**config.mk**
```make
export PLATFORM = sky130hd
export DESIGN_NAME = alu_arbiter
export DESIGN_NICKNAME = d
export VERILOG_FILES = /design/src/rtl/alu_arb_pkg.sv /design/src/rtl/alu_addsub.sv /design/src/rtl/alu_arbiter.sv
export SDC_FILE = /design/constraint.sdc
export NUM_CORES = 1
export LEC_CHECK = 0
export BUFFER_PORTS_ARGS = -buffer_cell sky130_fd_sc_hd__buf_4
export CAP_MARGIN = 20
export CELL_PAD_IN_SITES_DETAIL_PLACEMENT = 1
export CELL_PAD_IN_SITES_GLOBAL_PLACEMENT = 2
export CORE_ASPECT_RATIO = 1.25
export CORE_UTILIZATION = 25
export CTS_CLUSTER_SIZE = 10
export DETAILED_ROUTE_END_ITERATION = 10
export GPL_ROUTABILITY_DRIVEN = 0
export GPL_TIMING_DRIVEN = 0
export PLACE_DENSITY = 0.86
export SETUP_SLACK_MARGIN = 0.1
export SYNTH_ARGS = -nofsm -noshare
export SYNTH_HDL_FRONTEND = slang
export SYNTH_SLANG_ARGS = --single-unit
```
**constraint.sdc**
```tcl
create_clock -name clk -period 4.4 [get_ports clk]
set_clock_uncertainty 0.15 [all_clocks]
set_input_delay 0.22 -clock clk [delete_from_list [all_inputs] [get_ports clk]]
set_output_delay 0.22 -clock clk [all_outputs]
set_load 0.02 [all_outputs]
```
**src/rtl/alu_arb_pkg.sv**
```systemverilog
// Shared types for the two-requester add/sub arbiter: FSM encoding,
// requester count and the response flag bundle.
package alu_arb_pkg;

  localparam int NUM_REQ = 2;

  typedef enum logic {
    IDLE = 1'b0,
    RESP = 1'b1
  } state_t;

  // Result width is a module parameter, so the data word is paired with
  // this bundle inside the arbiter rather than living here.
  typedef struct packed {
    logic id;
    logic carry;
    logic zero;
    logic overflow;
  } resp_flags_t;

endpackage

```
**src/rtl/alu_addsub.sv**
```systemverilog
// Combinational WIDTH-bit add/subtract: a + (b ^ {sub}) + sub with
// carry, zero and signed-overflow flags.
module alu_addsub #(
  parameter int WIDTH = 32
) (
  input  logic [WIDTH-1:0] a,
  input  logic [WIDTH-1:0] b,
  input  logic             sub,
  output logic [WIDTH-1:0] result,
  output logic             carry,
  output logic             zero,
  output logic             overflow
);

  logic [WIDTH-1:0] bx;
  logic [WIDTH:0]   sum;

  assign bx  = b ^ {WIDTH{sub}};
  assign sum = {1'b0, a} + {1'b0, bx} + {{WIDTH{1'b0}}, sub};

  assign result   = sum[WIDTH-1:0];
  assign carry    = sum[WIDTH];
  assign zero     = ~|sum[WIDTH-1:0];
  // Same-sign inputs to the adder that produce an opposite-sign sum.
  assign overflow = (a[WIDTH-1] == bx[WIDTH-1]) && (sum[WIDTH-1] != a[WIDTH-1]);

endmodule

```
**src/rtl/alu_arbiter.sv**
```systemverilog
// Two requesters share one add/sub datapath; round-robin grant, one-cycle
// compute, response held until accepted. ALU_ARB_FIXED_PRIO_EN: requester 0 always wins ties.
module alu_arbiter
  import alu_arb_pkg::*;
#(
  parameter int WIDTH = 32
) (
  input  logic                     clk,
  input  logic                     rst,
  input  logic [NUM_REQ-1:0]       req_valid,
  output logic [NUM_REQ-1:0]       req_ready,
  input  logic [NUM_REQ-1:0]       req_sub,
  input  logic [NUM_REQ*WIDTH-1:0] req_a,
  input  logic [NUM_REQ*WIDTH-1:0] req_b,
  output logic                     resp_valid,
  input  logic                     resp_ready,
  output logic                     resp_id,
  output logic [WIDTH-1:0]         resp_result,
  output logic                     resp_carry,
  output logic                     resp_zero,
  output logic                     resp_overflow
);

  typedef struct packed {
    resp_flags_t      flags;
    logic [WIDTH-1:0] result;
  } resp_t;

  logic [NUM_REQ-1:0][WIDTH-1:0] a_vec, b_vec;
  state_t           state;
  resp_t            resp_q;
  logic             gnt_vld;
  logic             gnt_id;
  logic [WIDTH-1:0] alu_result;
  logic             alu_carry, alu_zero, alu_overflow;

  assign a_vec = req_a;
  assign b_vec = req_b;

`ifndef ALU_ARB_FIXED_PRIO_EN
  logic last_grant;
`endif

  always_comb begin
    gnt_vld = (state == IDLE) && (|req_valid);
`ifdef ALU_ARB_FIXED_PRIO_EN
    gnt_id = ~req_valid[0];
`else
    if (&req_valid) gnt_id = ~last_grant;
    else            gnt_id = ~req_valid[0];
`endif
    req_ready = '0;
    if (gnt_vld) req_ready[gnt_id] = 1'b1;
  end

  alu_addsub #(.WIDTH(WIDTH)) u_addsub (
    .a        (a_vec[gnt_id]),
    .b        (b_vec[gnt_id]),
    .sub      (req_sub[gnt_id]),
    .result   (alu_result),
    .carry    (alu_carry),
    .zero     (alu_zero),
    .overflow (alu_overflow)
  );

  always_ff @(posedge clk) begin
    if (rst) begin
      state  <= IDLE;
      resp_q <= '0;
`ifndef ALU_ARB_FIXED_PRIO_EN
      last_grant <= 1'b1;
`endif
    end else begin
      case (state)
        IDLE: if (gnt_vld) begin
          resp_q.flags.id       <= gnt_id;
          resp_q.flags.carry    <= alu_carry;
          resp_q.flags.zero     <= alu_zero;
          resp_q.flags.overflow <= alu_overflow;
          resp_q.result         <= alu_result;
          state                 <= RESP;
`ifndef ALU_ARB_FIXED_PRIO_EN
          last_grant <= gnt_id;
`endif
        end
        // No bypass: the handshake edge only returns to IDLE.
        RESP: if (resp_ready) state <= IDLE;
      endcase
    end
  end

  assign resp_valid    = (state == RESP);
  assign resp_id       = resp_q.flags.id;
  assign resp_result   = resp_q.result;
  assign resp_carry    = resp_q.flags.carry;
  assign resp_zero     = resp_q.flags.zero;
  assign resp_overflow = resp_q.flags.overflow;

  a_onehot_grant: assert property (@(posedge clk) disable iff (rst) $onehot0(req_ready));

  a_resp_stable: assert property (@(posedge clk)
    (resp_valid && !resp_ready && !rst) |=> (resp_valid && $stable(resp_q)));

endmodule

```
# [Word-level counts from Yosys, hierarchy flattened]
# Index checks and enable logic that the tools add are counted.
[totals] ff_bits=38 inputBits=135 out_inout_bits=39 wordCells=38
[op_classes] addsub=2 order_cmp=2 eq_ne=2 mux=13 bitwise=4 reduce_logical=8
[op_table] operator="$mux 32" count=4
[op_table] operator="$add 32x32->33" count=1
[op_table] operator="$add 33x1->33" count=1
[op_table] operator="$reduce_or 32->1" count=1
[op_table] operator="$xor 32x32->32" count=1
[op_table] operator="$mux 1" count=6
[op_table] operator="$reduce_and 2->1" count=2
[op_table] operator="$logic_and 1x1->1" count=3
[op_table] operator="$not 1->1" count=3
[op_table] operator="$lt 1x2->1 const B" count=1
[op_table] operator="$mux 2" count=1
[op_table] operator="$pmux 1 s2" count=1
[op_table] operator="$reduce_or 2->1" count=1
[op_table] operator="$demux 1 s1" count=1
[op_table] operator="$eq 1x1->1" count=1
[op_table] operator="$ge 1x1->1 const B" count=1
[op_table] operator="$logic_not 1->1" count=1
[op_table] operator="$ne 1x1->1" count=1

# [Logic depth before layout (Yosys ltp)]
[depth] depth_word=9 depth_mapped=17 mapped_depth_nobuf=16

# [Modules after synthesis]
# From an unflattened synthesis, not the netlist that was laid out.
[hier_totals] hier_cells=547 hier_area_um2=4571.9
[modules_own_cells] mod="alu_arbiter" instances=1 cells_per_inst=242 area_per_inst_um2=2391.0 seq_area_each_um2=760.7
[modules_own_cells] mod="alu_addsub" instances=1 cells_per_inst=305 area_per_inst_um2=2180.8 seq_area_each_um2=0.0

# [Least setup slack after synthesis]
# No wires, ideal clock.
[synth_path] path_kind="reg-to-reg" from="register last_grant" to="register resp_q, in the netlist resp_zero" setup_ns=0.087 arrival_ns=4.616 required_time_ns=4.163 path_slack_ns=-0.453 path_stages_with_launch=17 n_path_buf=1 synth_period_minus_slack_ns=4.853 path_cell_list="dfxtp_1 > nand2b_1 > nand2_1 > mux2i_1 > clkbuf_1 > xor2_1 > ha_1 > nor2b_4 > o311a_4 > or3_1 > a221oi_1 > o211ai_1 > a2111oi_0 > nand4_1 > or4_1 > or4_1 > o31ai_1"
[synth_via] elab_chain_len=9 elab_cells_between_ends=13 cone_classes="2 x add/sub; 7 x mux; 2 x bitwise; 2 x reduce/logical"
[synth_rtl] item="start: declaration" line="alu_arbiter.sv:41" rtl="logic last_grant;"
[synth_rtl] item="start signal: assignment" line="alu_arbiter.sv:83" rtl="last_grant <= gnt_id;"
[synth_rtl] item="$not 1->1 *" line="alu_arbiter.sv:49" rtl="if (&req_valid) gnt_id = ~last_grant;"
[synth_rtl] item="$mux 1 *" line="alu_arbiter.sv:49"
[synth_rtl] item="$mux 32 (not written as such) / $mux 1 (equally long branches) (2 in series)" line="alu_arbiter.sv:58, alu_arbiter.sv:59"
[synth_rtl] item="$xor 32x32->32" line="alu_addsub.sv:18" rtl="assign bx = b ^ {WIDTH{sub}};"
[synth_rtl] item="$add 32x32->33" line="alu_addsub.sv:19" rtl="assign sum = {1'b0, a} + {1'b0, bx} + {{WIDTH{1'b0}}, sub};"
[synth_rtl] item="$add 33x1->33 *" line="alu_addsub.sv:19"
[synth_rtl] item="$reduce_or 32->1 *" line="alu_addsub.sv:23" rtl="assign zero = ~|sum[WIDTH-1:0];"
[synth_rtl] item="$logic_not 1->1 *" line="alu_addsub.sv:23"
[synth_rtl] item="end: declaration" line="alu_arbiter.sv:31" rtl="resp_t resp_q;"
# Mark *: on every way between the ends. The rest lies on a longest branch, timed or not. The select of a mux whose other input is x is not followed.
# A chain may end at the register's enable or synchronous reset.

# [Final worst setup path]
# Same ends and word-level chain as after synthesis.

==> impl_metrics.yaml <==
detailed_routing:
  ant_nets: 0
  dr_wl_met2_mm: 8.94
  m1WireLength_mm: 6.92
  drc: 0
  wl_mm: 16.4
  viasPerCell: 5.03
  highest_layer: "met4"
  drt_iter0_drc: 121
  firstDrtPassIters: 4
  vias: 4973
  route.met3.wl_microns: 465
  wl_per_cell_microns: 16.6
die:
  boundaryPins: 174
  fp.dieH_microns: 152
  dieArea_sq_um: 18500
  rows: 54
  fp.dieW_microns: 122
  fp.coreArea_sq_um: 17500
  start_util_pct: 25.6
cts:
  cts_tree: "built"
  numCtsBuffers: 5
  clkTransAtPathRegs_ns: 0.06
  cts_buffer_depth: 2
  clkSinkCount: 38
  cts_hold_buffers: 0
  cts_max_level: 2
  clock_latency_ns: 0.28
  cts-root-buf: "clkbuf_16"
finish:
  antennaDiodeCount: 0
  areaGrowthSynthToFinish_pct: 50.6
  final_core_util_pct: 38.6
  nFillCells: 2101
  multi_input_area_sq_um: 3840
  seq_area_sq_um: 762
  drive_above_1_share_pct: 40.0
  fin_cells: 989
  nets: 931
grt:
  grt_max_degree: 12
  grt_pass1_wl_mm: 25.4
  gr-usage-all-layers_pct: 17.5
  grt_antenna_before_repair: 0
  overflow: 0
  grt_pass1_vias: 5008
setup_path:
  r2r_slack_ns: -0.24
  crit_cells: 17
  cpMaxStageDelayCell: "or4_1"
  rr_worst_depth: 17
  timing.rr.start: "last_grant"
  worst_path_largest_cell_delay_ns: 0.43
  critPathTopFamily: "compound AO/OA/AOI/OAI gates"
  crit_arrival_ns: 4.69
  startpoint_type: "register"
  path_class: "register to register"
  path_buf_inv: 2
  path_cells: "nand2b_4, nand2_8, buf_12, buf_12, mux2i_4, xor2_2, ha_4, nor2b_4, o311a_4, o211ai_1, o211ai_2, a211o_1, a2111oi_2, nand4_1, or4_1, or4_1, o31ai_1"
  worstPathRequired_ns: 4.45
  r2r_end: "resp_zero"
  path_max_fanout: 10
  crit_path_end_kind: "register"
hold_path:
  hold_depth: 2
  hold_class: "primary input to register"
  min_from: "req_valid[1]"
  min_to: "last_grant"
run_status:
  outcome: "finished, violations left"
  violations: "setup timing"
logic_synthesis:
  synth_area_sq_um: 4480
  synth_edf_count: 0
  syn-instance-count: 565
  yosysWarnings: 0
  seq_area_frac_synth_pct: 17.0
  ys_types: 65
  synth_area_per_cell_sq_um: 7.93
  synthesis.nets: 732
  async_flop_share_pct: 0
  synthFlopType: "dfxtp_1"
  ys_seq_elements: 38
sta:
  worst_slack_ns: -0.243
  maxSlewViolCount: 0
  final-hold-violation-count: 0
  period_share_pct: 106
  tightest_slew_ns: 0.872
  relSlewSlack_pct: 41.8
  max_freq_ghz: 0.215
  fin_crit_ns: 4.64
  rsz0062_at_grt: "yes"
  setup_viol: 1
place:
  numPortBuffers: 172
  placedCellCount: 961
  dp_hpwl_mm: 13.4
power_and_ir_drop:
  cellPowerDensity_nw_per_um2: 368
  swShare_pct: 44.6
  p_clk_share_pct: 14.7
  combPwrFrac_pct: 67.0
  peakVddDrop_mv: 0.137
  seq_power_share_pct: 18.4
  power.internal_mw: 1.38
  power_leakage_nw: 3.09
  switchingPower_mw: 1.11
flow_run:
  drv_cap: 0
state kept, by name (all words and copies together) (netlist names):
| register | flops |
|---|---|
| resp_zero | 1 |
| last_grant | 1 |
| resp_overflow | 1 |
| resp_valid | 1 |
| resp_carry | 1 |
| resp_result | 32 |
| resp_id | 1 |
layer usage:
metal  vias to the layer above  global-route usage (%)
li1                       2487                       -
met1                      2384                    20.3
met2                        94                    34.9
met3                         8                    1.38
met4                         0                    2.10
met5                         -                       0
synth_stat cells (2+ instances only):
cell / n / area [sq um]
o211a_1: 2 / 20.0
mux2_2: 31 / 349
o31ai_1: 7 / 52.6
buf_4: 2 / 15.0
nor2_1: 30 / 113
nor3_1: 17 / 85.1
xnor2_1: 6 / 52.6
buf_2: 2 / 10.0
nand2_1: 56 / 210
a211oi_1: 8 / 60.1
or2_2: 4 / 25.0
a211o_1: 2 / 17.5
a31oi_1: 5 / 31.3
nand3b_1: 2 / 15.0
o21a_1: 4 / 30.0
o311ai_0: 4 / 35.0
or2b_1: 2 / 15.0
or4_1: 3 / 22.5
mux2i_1: 36 / 360
dfxtp_1: 38 / 761
nand4_1: 5 / 31.3
o2111ai_1: 2 / 17.5
ha_1: 31 / 388
nand3_1: 17 / 85.1
inv_1: 11 / 41.3
a2111oi_0: 3 / 26.3
nand2b_1: 8 / 50.1
o21ai_0: 24 / 120
a221oi_1: 2 / 17.5
o211ai_1: 10 / 75.1
clkbuf_1: 19 / 71.3
nor2b_1: 6 / 37.5
and3_1: 5 / 31.3
and2_1: 7 / 43.8
xor2_1: 41 / 359
or3_1: 6 / 37.5
and3_2: 2 / 15.0
a21oi_1: 57 / 285
a21o_1: 15 / 113
o21bai_1: 5 / 37.5
a21o_2: 4 / 35.0
worst max path at each step:
| stage | startpoint | end | slack, ns |
|---|---|---|---|
| after CTS | last_grant | resp_zero | -0.35 |
| after global placement | last_grant | resp_zero | -1.09 |
| after detailed placement | last_grant | resp_zero | -1.13 |
| after global routing | last_grant | resp_zero | -0.46 |
| after floorplan | last_grant | resp_zero | 0.10 |
| final | last_grant | resp_zero | -0.24 |
cell usage in the layout (no fill, tap or decap), types with 16 or more instances in the layout:
master,instances
o21ai_0,18
xor2_1,39
ha_1,25
a21oi_1,51
mux2_2,31
nand2_1,55
dfxtp_1,37
mux2i_1,33
nand3_1,16
nor2_1,30
nor3_1,16
buf_4,196
kinds of logic after synthesis:
kind of cell    count (synthesis)  share of synthesized area [%]
compound gates                168                           25.8
xor+xnor                       47                           9.19
fa+ha+maj                      32                           9.11
buf+inv                        37                           3.71
flops                          38                           17.0
mux                            67                           15.8
simple gates                  176                           19.4
power by group through the flow:
stage	Clock [mW]	Sequential, mW	Combinational (mW)
2_1_floorplan	0	0.532	0.917
3_3_place_gp	0	0.461	1.46
3_5_place_dp	0	0.463	1.48
4_1_cts	0.367	0.456	1.57
5_1_grt	0.382	0.463	1.82
6_report	0.364	0.456	1.66
cell type report:
class	instances	share of cell area [%]
Buffer	24	2.86
Clock buffer	7	2.11
Timing Repair Buffer	194	22.0
Inverter	11	0.612
Clock inverter	1	0.0742
Sequential cell	38	11.3
Tap cell	224	4.15
Multi-Input combinational cell	490	56.9
per-stage QoR:
stage | setup TNS, ns | hold WS, ns | area, sq um | total power, mW | worst slack [ns]
5_1_grt | -0.460 | 0.0834 | 6750 | 2.67 | -0.460
3_3_place_gp | -3.41 | 0.295 | 6120 | 1.92 | -1.09
3_5_place_dp | -3.80 | 0.302 | 6120 | 1.94 | -1.13
2_1_floorplan | 0 | 0.208 | 4540 | 1.45 | 0.103
6_report | -0.243 | 0.0766 | 6750 | 2.48 | -0.243
4_1_cts | -0.351 | 0.0689 | 6490 | 2.40 | -0.351
timing repair:
action | CTS | global route
gates resized for setup | 30 | 48
setup buffers | 12 | 10
pin swaps | 10 | 21
setup endpoints to repair | 12 | 8
No activity file was read; power rests on OpenSTA's default activity.
